--- src/rtl/gray_pkg.sv ---
`default_nettype none
// ============================================================================
//  Module   : gray_pkg
//  Brief    : State encoding and width default shared by the Gray arbiter.
//  Revision : 1.0
// ============================================================================
package gray_pkg;

    localparam int c_DEFAULT_WIDTH = 3;

    typedef enum logic [1:0] {
        IDLE = 2'd0,
        RUN  = 2'd1,
        DONE = 2'd2
    } state_t;

endpackage
`default_nettype wire

--- src/rtl/gray_core.sv ---
`default_nettype none
// ============================================================================
//  Module   : gray_core
//  Brief    : Binary counter with Gray-coded view and sticky wrap flag.
//  Revision : 1.0
// ============================================================================
module gray_core
    import gray_pkg::*;
#(
    parameter int WIDTH = c_DEFAULT_WIDTH
) (
    input  logic             Clk,
    input  logic             Reset,
    input  logic             En,
    output logic [WIDTH-1:0] cnt,
    output logic [WIDTH-1:0] Gray,
    output logic             Overflow
);

    logic [WIDTH-1:0] r_cnt;
    logic             r_ovf;

    always_ff @(posedge Clk or posedge Reset) begin
        if (Reset) begin
            r_cnt <= '0;
            r_ovf <= 1'b0;
        end else if (En) begin
            r_cnt <= r_cnt + WIDTH'(1);
            // Wrapping from all-ones latches the flag until the next reset
            if (&r_cnt)
                r_ovf <= 1'b1;
        end
    end

    assign cnt      = r_cnt;
    assign Gray     = r_cnt ^ (r_cnt >> 1);
    assign Overflow = r_ovf;

endmodule
`default_nettype wire

--- src/rtl/gray_arb.sv ---
`default_nettype none
// ============================================================================
//  Module   : gray_arb
//  Brief    : Round-robin arbiter granting two requesters a shared Gray counter
//             for a requested number of increments.
//  Revision : 1.0
// ============================================================================
module gray_arb
    import gray_pkg::*;
#(
    parameter int WIDTH = c_DEFAULT_WIDTH
) (
    input  logic             Clk,
    input  logic             Reset,
    input  logic             Req0,
    input  logic             Req1,
    input  logic [WIDTH-1:0] Steps0,
    input  logic [WIDTH-1:0] Steps1,
    output logic             Grant0,
    output logic             Grant1,
    output logic             Done0,
    output logic             Done1,
    output logic             Busy,
    output logic [WIDTH-1:0] Output,
    output logic             Overflow
);

    state_t           r_state;
    logic [WIDTH-1:0] r_rem;
    logic             r_last;
    logic             r_owner;
    logic             r_grant0;
    logic             r_grant1;
    logic             r_done0;
    logic             r_done1;
    logic             r_busy;

    logic             w_en;
    logic             w_pick1;
    logic [WIDTH-1:0] w_steps;
    logic [WIDTH-1:0] w_cnt;

    // Requester 1 wins when alone, or when both ask and 0 was served last
    assign w_pick1 = Req1 && (!Req0 || !r_last);
    assign w_steps = w_pick1 ? Steps1 : Steps0;
    assign w_en    = (r_state == RUN);

    always_ff @(posedge Clk or posedge Reset) begin
        if (Reset) begin
            r_state  <= IDLE;
            r_rem    <= '0;
            r_last   <= 1'b1;
            r_owner  <= 1'b0;
            r_grant0 <= 1'b0;
            r_grant1 <= 1'b0;
            r_done0  <= 1'b0;
            r_done1  <= 1'b0;
            r_busy   <= 1'b0;
        end else begin
            case (r_state)
                IDLE: begin
                    if (Req0 || Req1) begin
                        r_owner  <= w_pick1;
                        r_grant0 <= !w_pick1;
                        r_grant1 <= w_pick1;
                        r_busy   <= 1'b1;
                        r_rem    <= w_steps;
                        if (w_steps == '0) begin
                            r_state <= DONE;
                            r_done0 <= !w_pick1;
                            r_done1 <= w_pick1;
                        end else begin
                            r_state <= RUN;
                        end
                    end
                end
                RUN: begin
                    r_rem <= r_rem - WIDTH'(1);
                    if (r_rem == WIDTH'(1)) begin
                        r_state <= DONE;
                        r_done0 <= !r_owner;
                        r_done1 <= r_owner;
                    end
                end
                DONE: begin
                    r_state  <= IDLE;
                    r_last   <= r_owner;
                    r_grant0 <= 1'b0;
                    r_grant1 <= 1'b0;
                    r_done0  <= 1'b0;
                    r_done1  <= 1'b0;
                    r_busy   <= 1'b0;
                end
                default: r_state <= IDLE;
            endcase
        end
    end

    gray_core #(
        .WIDTH (WIDTH)
    ) u_core (
        .Clk      (Clk),
        .Reset    (Reset),
        .En       (w_en),
        .cnt      (w_cnt),
        .Gray     (Output),
        .Overflow (Overflow)
    );

    assign Grant0 = r_grant0;
    assign Grant1 = r_grant1;
    assign Done0  = r_done0;
    assign Done1  = r_done1;
    assign Busy   = r_busy;

    a_gray_view: assert property (@(posedge Clk) disable iff (Reset)
        Output == (w_cnt ^ (w_cnt >> 1)));

endmodule
`default_nettype wire

--- config.mk ---
export PLATFORM = sky130hd
export DESIGN_NAME = gray_arb
export DESIGN_NICKNAME = d
export VERILOG_FILES = /design/src/rtl/gray_pkg.sv /design/src/rtl/gray_core.sv /design/src/rtl/gray_arb.sv
export SDC_FILE = /design/constraint.sdc
export NUM_CORES = 1
export LEC_CHECK = 0
export ABC_CLOCK_PERIOD_IN_PS = 2270
export BUFFER_PORTS_ARGS = -buffer_cell sky130_fd_sc_hd__clkbuf_2
export CORE_MARGIN = 2
export CORE_UTILIZATION = 52
export DETAILED_ROUTE_END_ITERATION = 10
export GPL_TIMING_DRIVEN = 0
export PLACE_DENSITY = 0.76
export SLEW_MARGIN = 15
export SYNTH_ARGS = -nofsm -noshare
export SYNTH_HDL_FRONTEND = slang
export SYNTH_SLANG_ARGS = --single-unit
export TNS_END_PERCENT = 50
--- constraint.sdc ---
create_clock -name Clk -period 2.27 [get_ports Clk]
set_input_delay 0.3405 -clock Clk [delete_from_list [all_inputs] [get_ports Clk]]
set_output_delay 0.3405 -clock Clk [all_outputs]
set_load 0.02 [all_outputs]
---- Word level (Yosys, flattened, before mapping) ----
Index checks and enable logic that the tools add are counted.
word-level totals
  register bits ........................... 16
  output and inout bits ................... 9
  logic and storage cells ................. 59
cells by class
  $add $sub $neg .......................... 2
  eq/ne operators ......................... 6
  multiplexer cells ....................... 21
  bitwise gates (word level) .............. 1
  reductions and logical operators ........ 18
operator list
  cell                                               count
  two-way mux 1 bit                                  9
  AND reduction 2 bit                                4
  AND reduction 4 bit                                2
  two-way mux 2 bit                                  3
  two-way mux 3 bit                                  2
  != test 2 bit (second input constant)              3
  case mux 1 bit (2 select lines)                    3
  case mux 1 bit (3 select lines)                    2
  case mux 3 bit (2 select lines)                    1
  zero test 1 bit                                    4
  case mux 2 bit (2 select lines)                    1
  nonzero test 2 bit                                 2
  adder 3 x 1 -> 3 bit (second input constant)       1
  == test 3 x 1 -> 1 bit (second input constant)     1
  zero test 3 bit                                    1
  nonzero test 3 bit                                 1
  subtractor 3 x 1 -> 3 bit (second input constant)  1
  bitwise XOR 3 x 2 -> 3 bit                         1
  == test 2 x 1 -> 1 bit (second input constant)     1
  == test 2 bit (second input constant)              1
  zero test 2 bit                                    1
  logical OR 1 bit                                   2
  logical AND 1 bit                                  1

---- Logic depth before layout (Yosys ltp) ----
Gate-level depths: netlist of the first run.
  depth after elaboration ................. 8
  mapped depth ............................ 7
  depth with buffers taken out ............ 6

---- Cells and area by module ----
From an unflattened synthesis of the first run, not the netlist that was laid out.
second synthesis, totals
  cell total of the unflattened synthesis .. 91
  area, all modules ....................... 934.6 um^2
modules (own cells, without submodules)
  module     instances  cells an instance  area an instance (um^2)
  gray_arb   1          78                 753.2
  gray_core  1          13                 181.4

---- Worst setup path before layout of the first run ----
No wires, ideal clock.
  path type ............................... register -> register
  start ................................... register r_state[1]
  end ..................................... register r_done0, in the netlist Done0
  setup time .............................. 0.128 ns
  data arrival time ....................... 1.564 ns
  required time ........................... 2.142 ns
  setup slack ............................. 0.579 ns
  stages on the path, launching flop included .. 7
  path buffers ............................ 1
  clock period less this slack ............ 1.691 ns
  path through ............................ dfrtp_1 > inv_1 > ha_1 > clkbuf_1 > a221o_1 > a21oi_2 > mux2_1
on the way
  word-level cells in the longest chain between the ends .. 3
  elaborated cells on any way between the ends .. 9
ends and longest elaborated chain
  element                                                        RTL line        RTL
  from (decl)                                                    gray_arb.sv:28  state_t r_state;
  from (signal assigned)                                         gray_arb.sv:50  r_state <= IDLE;
  from (signal assigned)                                         gray_arb.sv:69  r_state <= DONE;
  from (signal assigned)                                         gray_arb.sv:73  r_state <= RUN;
  == test 2 x 1 -> 1 bit (tied with other cells)                 gray_arb.sv:60  case (r_state)
  != test 2 bit (no line) or nonzero test 3 bit (tied branches)  --
  AND reduction 4 bit (no line)                                  --
  to (signal assigned)                                           gray_arb.sv:70  r_done0 <= !w_pick1;
  to (signal assigned)                                           gray_arb.sv:81  r_done0 <= !r_owner;
  to (decl)                                                      gray_arb.sv:34  logic r_done0;
Several ways; a longest one is shown, not always the timed one.
A chain may end at the register's enable or synchronous reset.

---- Worst setup path after layout of the first run ----
Ends and elaborated chain as after synthesis.

==> results of run 1 <==
## final cells by class
cell class / count / area (µm²)
flip-flops and latches: 16 / 402
repair buffers: 18 / 90.1
well taps: 17 / 21.3
inverters: 8 / 30.0
plain buffers: 4 / 20.0
clock buffers: 4 / 36.3
multi-input cells: 61 / 467
fillers: 147 / 623
## worst reg2reg max path, delay by kind of cell (launching register included)
| kind | cells | cell delay (ns) |
|---|---|---|
| AO/OA/AOI/OAI | 2 | 0.54 |
| adder cells (fa/ha/maj) | 1 | 0.17 |
| buffers and inverters | 2 | 0.28 |
| flip-flops | 1 | 0.40 |
| multiplexers | 1 | 0.34 |
## routing by layer
layer	up-vias	track usage [%]	wire length (µm)
met1	331	23.6	750
met4	0	8.57	17
met3	2	3.57	60
li1	355	-	-
met5	-	0	0
met2	18	30.8	804
## stage by stage
step                      power (µW)  instances  util (%)  area [µm²]  worst slack [ns]
after floorplan                 1210         89         -         918             0.579
after global placement          1380        124      61.0        1030             0.477
after detailed placement        1420        124      61.0        1030             0.451
after CTS                       1610        128      63.1        1070             0.437
after global routing            1740        128      63.1        1070             0.288
final                           1590        128      63.1        1070             0.444
## cells by family (layout without fill, tap and decap cells)
logic type      Yosys count  in the layout  synth area share [%]
compound gates           26             26                  19.6
xor+xnor                  3              3                  2.86
fa+ha+maj                 7              7                  9.54
buf+inv                  12             34                  5.45
flops                    16             16                  43.7
mux                       8              8                  9.67
simple gates             17             17                  9.13
## sequential cells by signal, summed over array words and instances, names as in the netlist
name and cells:
Busy 1, Done0 1, Done1 1, Grant0 1, Grant1 1, r_last 1
r_owner 1, r_rem 3, r_state 2, u_core.Overflow 1, u_core.cnt 3
## synthesized netlist by cell type
library cell,count,area (µm²)
buf_4,1,7.51
buf_2,1,5.00
o21ai_1,3,15.0
xnor2_1,1,8.76
mux2i_1,1,10.0
a31o_2,1,8.76
o22a_1,1,8.76
xor2_1,2,17.5
o21ai_2,1,8.76
mux2_2,2,22.5
nand2b_1,1,6.26
o22ai_1,1,6.26
nand3b_1,1,7.51
a21boi_1,1,7.51
a21oi_1,3,15.0
nor3_1,2,10.0
o21ai_0,8,40.0
mux2_1,5,56.3
dfrtp_1,15,375
o21bai_1,1,7.51
or3b_1,1,8.76
inv_1,8,30.0
a221o_1,1,10.0
dfstp_2,1,26.3
a21boi_4,1,18.8
o21a_1,1,7.51
nor2b_1,1,6.26
nor2_1,2,7.51
clkbuf_1,2,7.51
a22o_1,2,17.5
nand3_1,3,15.0
a21oi_2,1,8.76
ha_1,7,87.6
nand2_1,6,22.5
## report_power, final
part	internal (µW)	switching (µW)	total (µW)	leakage, µW
clock network	97.6	89.2	187	0.0000210
registers	435	103	538	0.000189
logic	372	493	865	0.000307
## final timing paths
kind / from / end / slack, ns / depth (start not counted)
max reg2reg: r_state[1] / Done0 / 0.44 / 6
min: Reset / Grant1 / 0.09 / 2
min in group Clk: Req1 / Grant0 / 0.42 / 3
max: r_state[1] / Done0 / 0.44 / 6
min reg2reg: u_core.Overflow / u_core.Overflow / 0.47 / 1
max in group asynchronous: Reset / r_state[0] / 1.79 / 2
==> qor.csv, run 1 <==
stage,metric,value,unit
worst_setup_path,Startpoint Class,flop,
yosys,average size of a mapped cell,10.3,µm²
die,Die Span Y,46.0,µm
clock_tree,CTS buffer count,3,
sta,Slew HR,60.1,%
sta,worst clock skew,0.00425,ns
placement,post-DP HPWL,1.28,mm
finish,# diodes,0,
routing,First DRT Iteration DRCs,4,
finish,area grow syn2layout,16.1,%
global_route,initial antenna violation count,0,
routing,average wire per standard cell,12.8,µm
yosys,yosys warns,0,
worst_setup_path,CP Buf/Inv Count,2,
power_and_ir_drop,static leakage,0.000518,µW
clock_tree,Clock Tree Buf Depth,2,
die,core area,1690,µm²
die,die width,46.0,µm
worst_setup_path,CP Data Required Time,2.44,ns
power_and_ir_drop,Power Dens Cells,1490,nW/µm²
yosys,post-synthesis register bit count,16,
yosys,Cells after Synth,89,
global_route,total track usage,18.8,%
routing,Vias/cell,5.52,
routing,DRC,0,
global_route,largest net degree at the start of global routing,17,
flow_run,max-cap viol count,0,
sta,RSZ-0062 raised after global routing,no,
global_route,total gr overflow,0,
clock_tree,Clock transition at path regs,0.09,ns
sta,worst-margin pin slew,0.597,ns
clock_tree,"Clk Latency, worst-skew pair",0.28,ns
yosys,Mapped Nets,106,
routing,ANT nets after route,0,
routing,via count,706,
finish,share of layout cells above drive strength 1,27.9,%
die,# IOs,19,
clock_tree,CTS tree,built,
worst_setup_path,Worst path top cell family by delay,compound AO/OA/AOI/OAI gates,
die,Initial Util,54.4,%
yosys,"Cell Area, Synth",918,µm²
sta,"Setup violations, final",0,
finish,Nets,129,
worst_setup_path,worst stage delay on the critical path,0.40,ns
status,status,"finished, final reports clean",
die,Site Rows,15,
global_route,number of global-route vias before repair,661,
hold_path,Hold/Removal Path Class,primary input to asynchronous set/reset pin,
sta,f_max,548,MHz
clock_tree,clock sinks,16,
power_and_ir_drop,VDD IR-drop max,0.705,mV
sta,fin crit share,80.4,%
worst_setup_path,Crit-path slowest cell,dfrtp_1,
placement,GPL Wtd Cong,0.743,
clock_tree,post-CTS sizing,0,
sta,Tmin final,1.83,ns
clock_tree,postcts setup bufs,0,
clock_tree,H-tree Lvls,1,
sta,"Slew Viols, Final",0,
yosys,sequential-to-total area share from yosys stat,43.7,%
sta,"Hold Violations, Final",0,
clock_tree,CTS Hold Bufs,0,
routing,Pre-Repair DR Iteration Count,3,
finish,most frequent cells in the layout,"18 x clkbuf_2, 15 x dfrtp_1, 8 x inv_1, 8 x o21ai_0, 7 x ha_1",
die,Die Area,2120,µm²
sta,worst hold margin,0.0859,ns
finish,"commonest non-fill, non-tap cell in the layout",clkbuf_2,
global_route,global-route wire length before repair,2.77,mm
worst_setup_path,cells along the critical path,"inv_1, ha_1, clkbuf_1, a221o_1, a21oi_2, mux2_1",
worst_setup_path,critical path endpoint category,flop,
yosys,Cell variety after synth,34,
clock_tree,Root Buffer Master,clkbuf_4,
sta,Fin Setup TNS,0,ns
worst_setup_path,kind of critical path,flop to flop,
placement,port bufs,18,
worst_setup_path,Crit Path Max Fanout,9,
routing,routed wire length,1.63,mm
worst_setup_path,CP arrival,2.00,ns
Note: power is estimated with default switching activity, not from simulation.
==> run 2, diff against run 1 <==
Settings changed: ABC_AREA set to 1, ABC_CLOCK_PERIOD_IN_PS 2270 to 1500, CORE_UTILIZATION 52 to 47, PLACE_DENSITY 0.76 to 0.73.
Clock period 2.27 ns to 1.5 ns, I/O delays scaled along.
==> run 2 against run 1 <==
  * Highest routed layer unchanged
  * Sequential power grew 46%
  * Clock skew shrank 0.0028 ns
  * Utilization shrank 1.8 points
  * Sequential share of layout area shrank 0.95 points
  * The run now ends with negative hold slack left
  * Largest cell class unchanged
  * Clock power grew 55%
  * Power grew 55%
  * Combinational power grew 61%
  * Worst setup slack lost 0.34 ns
  * Critical path type is now flop to output port
  * Worst hold slack lost 0.10 ns
  * Clock-buffer cell count is the same
==> qor.csv, run 2 <==
stage,metric,value,unit,change
yosys,Cells after Synth,112,,was 89
finish,most frequent cells in the layout,"26 x nand2_1, 19 x inv_1, 18 x clkbuf_2",,"was 18 x clkbuf_2, 15 x dfrtp_1, 8 x inv_1, 8 x o21ai_0, 7 x ha_1"
yosys,post-synthesis register bit count,16,,unchanged
worst_setup_path,Crit Path Max Fanout,3,,was 9
yosys,"count leader, synth",nand2_1,,was dfrtp_1
yosys,"Cell Area, Synth",915,µm²,was 918 µm²
finish,Nets,152,,was 129
yosys,Synth Area in Simple Gates,21.6,%,was 9.13%
clock_tree,CTS tree,built,,unchanged
sta,Tmin final,1.40,ns,
worst_setup_path,FF-to-FF Start,r_state[1],,unchanged
routing,First DRT Iteration DRCs,9,,was 4
worst_setup_path,CP Data Required Time,1.27,ns,was 2.44 ns
power_and_ir_drop,combinational share of power,56.4,%,was 54.4%
yosys,most instantiated cells after synthesis,"26 x nand2_1, 19 x inv_1, 15 x dfrtp_1, 8 x nand3_1",,"was 15 x dfrtp_1, 8 x inv_1, 8 x o21ai_0, 7 x ha_1, 6 x nand2_1"
yosys,largest family of logic cells by synthesized area,simple AND/OR/NAND/NOR gates,,was compound AO/OA/AOI/OAI gates
die,die width,48.1,µm,was 46.0 µm
sta,worst-margin pin slew,0.627,ns,was 0.597 ns
placement,placed cell count,155,,was 124
sta,f_max,714,MHz,
routing,Vias/cell,4.82,,was 5.52
routing,DRC,0,,unchanged
clock_tree,postcts setup bufs,0,,unchanged
sta,fin crit share,93.4,%,
sta,Slew HR,58.2,%,was 60.1%
global_route,initial antenna violation count,0,,unchanged
power_and_ir_drop,VDD IR-drop max,1.08,mV,was 0.705 mV
power_and_ir_drop,Net Sw Power,1140,µW,was 686 µW
yosys,xor and xnor area share after synthesis,2.87,%,was 2.86%
global_route,largest net degree at the start of global routing,17,,unchanged
worst_setup_path,Startpoint Class,flop,,unchanged
routing,ANT nets after route,0,,unchanged
finish,share of layout cells above drive strength 1,28.4,%,was 27.9%
finish,area grow syn2layout,19.6,%,was 16.1%
yosys,synthesized-area fraction occupied by adder cells,9.58,%,was 9.54%
yosys,Mapped Nets,129,,was 106
placement,pre-CTS setup slack,0.0389,ns,was 0.451 ns
global_route,total track usage,17.9,%,was 18.8%
die,Die Area,2320,µm²,was 2120 µm²
power_and_ir_drop,Power Dens Cells,2260,nW/µm²,was 1490 nW/µm²
finish,utilization after layout,61.3,%,was 63.1%
status,failing checks,negative hold slack,,
status,status,"complete, but fails checks",,"was finished, final reports clean"
sta,"Hold Violations, Final",15,,was 0
die,Die Span Y,48.1,µm,was 46.0 µm
yosys,average size of a mapped cell,8.17,µm²,was 10.3 µm²
yosys,yosys warns,0,,unchanged
sta,RSZ-0062 raised after global routing,yes,,was no
worst_setup_path,CP arrival,1.18,ns,was 2.00 ns
yosys,Post-synth EDFFs,0,,unchanged
hold_path,Hold/Removal Path Class,primary input to asynchronous set/reset pin,,unchanged
routing,routed wire length,1.67,mm,was 1.63 mm
die,Site Rows,15,,unchanged
worst_setup_path,Worst R2R Path Depth,6,,unchanged
power_and_ir_drop,sequential share of power,31.9,%,was 33.8%
placement,GPL Wtd Cong,0.776,,was 0.743
routing,average wire per standard cell,10.5,µm,was 12.8 µm
sta,"Setup violations, final",0,,unchanged
clock_tree,CTS buffer count,3,,unchanged
power_and_ir_drop,static leakage,0.000599,µW,was 0.000518 µW
die,core area,1780,µm²,was 1690 µm²
yosys,multiplexer share of the synthesized area,0,%,was 9.67%
clock_tree,Clock Tree Buf Depth,2,,unchanged
clock_tree,"Clk Latency, worst-skew pair",0.29,ns,was 0.28 ns
power_and_ir_drop,cell internal pwr,1330,µW,was 905 µW
yosys,Synth Area in Compound Gates,12.4,%,was 19.6%
routing,via count,767,,was 706
finish,"commonest non-fill, non-tap cell in the layout",nand2_1,,was clkbuf_2
yosys,cell taking the most area after synthesis,dfrtp_1,,unchanged
worst_setup_path,worst reg2reg setup slack,0.11,ns,was 0.44 ns
clock_tree,Clock transition at path regs,0.10,ns,was 0.09 ns
global_route,number of global-route vias before repair,674,,was 661
worst_setup_path,kind of critical path,flop to output port,,was flop to flop
yosys,sequential-to-total area share from yosys stat,43.9,%,was 43.7%
die,Initial Util,51.3,%,was 54.4%
yosys,top post-synthesis cells by area,"dfrtp_1 41%, nand2_1 11%, ha_1 9.6%",,"was dfrtp_1 41%, ha_1 9.5%, mux2_1 6.1%"
placement,post-DP HPWL,1.32,mm,was 1.28 mm
power_and_ir_drop,Clock power frac,11.7,%,was 11.8%
die,# IOs,19,,unchanged
worst_setup_path,critical path endpoint category,output port,,was flop
finish,# diodes,0,,unchanged
flow_run,max-cap viol count,0,,unchanged
worst_setup_path,FF-to-FF End,r_rem[2],,was Done0
clock_tree,CTS Hold Bufs,0,,unchanged
yosys,post-synthesis async set-or-reset flop share,100,%,unchanged
routing,Pre-Repair DR Iteration Count,4,,was 3
finish,Final Instance Count excl. Fillers,159,,was 128
placement,port bufs,18,,unchanged
global_route,global-route wire length before repair,2.81,mm,was 2.77 mm
global_route,total gr overflow,0,,unchanged
yosys,Cell variety after synth,21,,was 34
clock_tree,H-tree Lvls,1,,unchanged
sta,final worst setup slack,0.0996,ns,was 0.444 ns
clock_tree,Root Buffer Master,clkbuf_4,,unchanged
yosys,share of the synthesized area in the top cell type,41.0,%,was 40.9%
sta,worst clock skew,0.00141,ns,was 0.00425 ns
yosys,leading register cell type out of synthesis,dfrtp_1,,unchanged
power_and_ir_drop,switching share of power,46.3,%,was 43.1%
clock_tree,clock sinks,16,,unchanged
sta,worst hold margin,-0.0175,ns,was 0.0859 ns
sta,"Slew Viols, Final",0,,unchanged
-- run 2: worst max-delay path, stage by stage (launching register included) --
cell,delay [ns]
dfrtp_1,0.42
ha_1,0.30
clkbuf_2,0.17
-- run 2: through the flow --
stage | TNS (ns) | cell area, µm² | total power [µW]
3_3_place_gp | 0 | 1040 | 2070
6_report | 0 | 1090 | 2470
2_1_floorplan | 0 | 915 | 1790
4_1_cts | 0 | 1070 | 2440
5_1_grt | -0.0310 | 1090 | 2720
3_5_place_dp | 0 | 1040 | 2130
-- run 2: power groups by stage --
stage	logic [µW]	clock network (µW)	registers, µW
finish	1390	290	788
global route	1590	315	819
CTS	1360	293	791
detailed placement	1330	0	800
global placement	1280	0	787
floorplan	925	0	868
-- run 2: cells by family after synthesis --
kind of cell    after synthesis
simple gates                 44
buf+inv                      22
compound gates               20
flops                        16
fa+ha+maj                     7
xor+xnor                      3
-- run 2: layout make-up --
cell class | instances | area, µm²
Timing Repair Buffer | 18 | 90.1
Tap cell | 25 | 31.3
Sequential cell | 16 | 402
Inverter | 20 | 75.1
Multi-Input combinational cell | 74 | 444
Clock buffer | 4 | 36.3
Buffer | 2 | 15.0
Fill cell | 168 | 689
-- run 2: what timing repair did --
action / CTS / global route
gates resized for setup: 1 / 6
gates cloned: 0 / 0
setup endpoints to repair: 1 / 7
pin swaps: 0 / 0
-- run 2: layer usage --
metal | global-route usage (%) | wire, µm | part of all wire (%)
met5 | 0 | 0 | 0
met4 | 8.11 | 28 | 1.7
met3 | 4.44 | 59 | 3.5
met2 | 28.8 | 778 | 47
met1 | 22.8 | 802 | 48
-- run 2: how the worst max path moves through the flow --
stage | start | to | slack (ns) | depth (start not counted)
after detailed placement | r_state[0] | r_rem[2] | 0.04 | 6
after global placement | r_state[0] | r_rem[2] | 0.04 | 6
after global routing | r_state[0] | r_rem[2] | -0.03 | 6
after CTS | r_state[1] | r_rem[2] | 0.03 | 6
final | u_core.cnt[1] | Output[0] | 0.1 | 2
after floorplan | r_state[0] | Done0 | 0.19 | 8
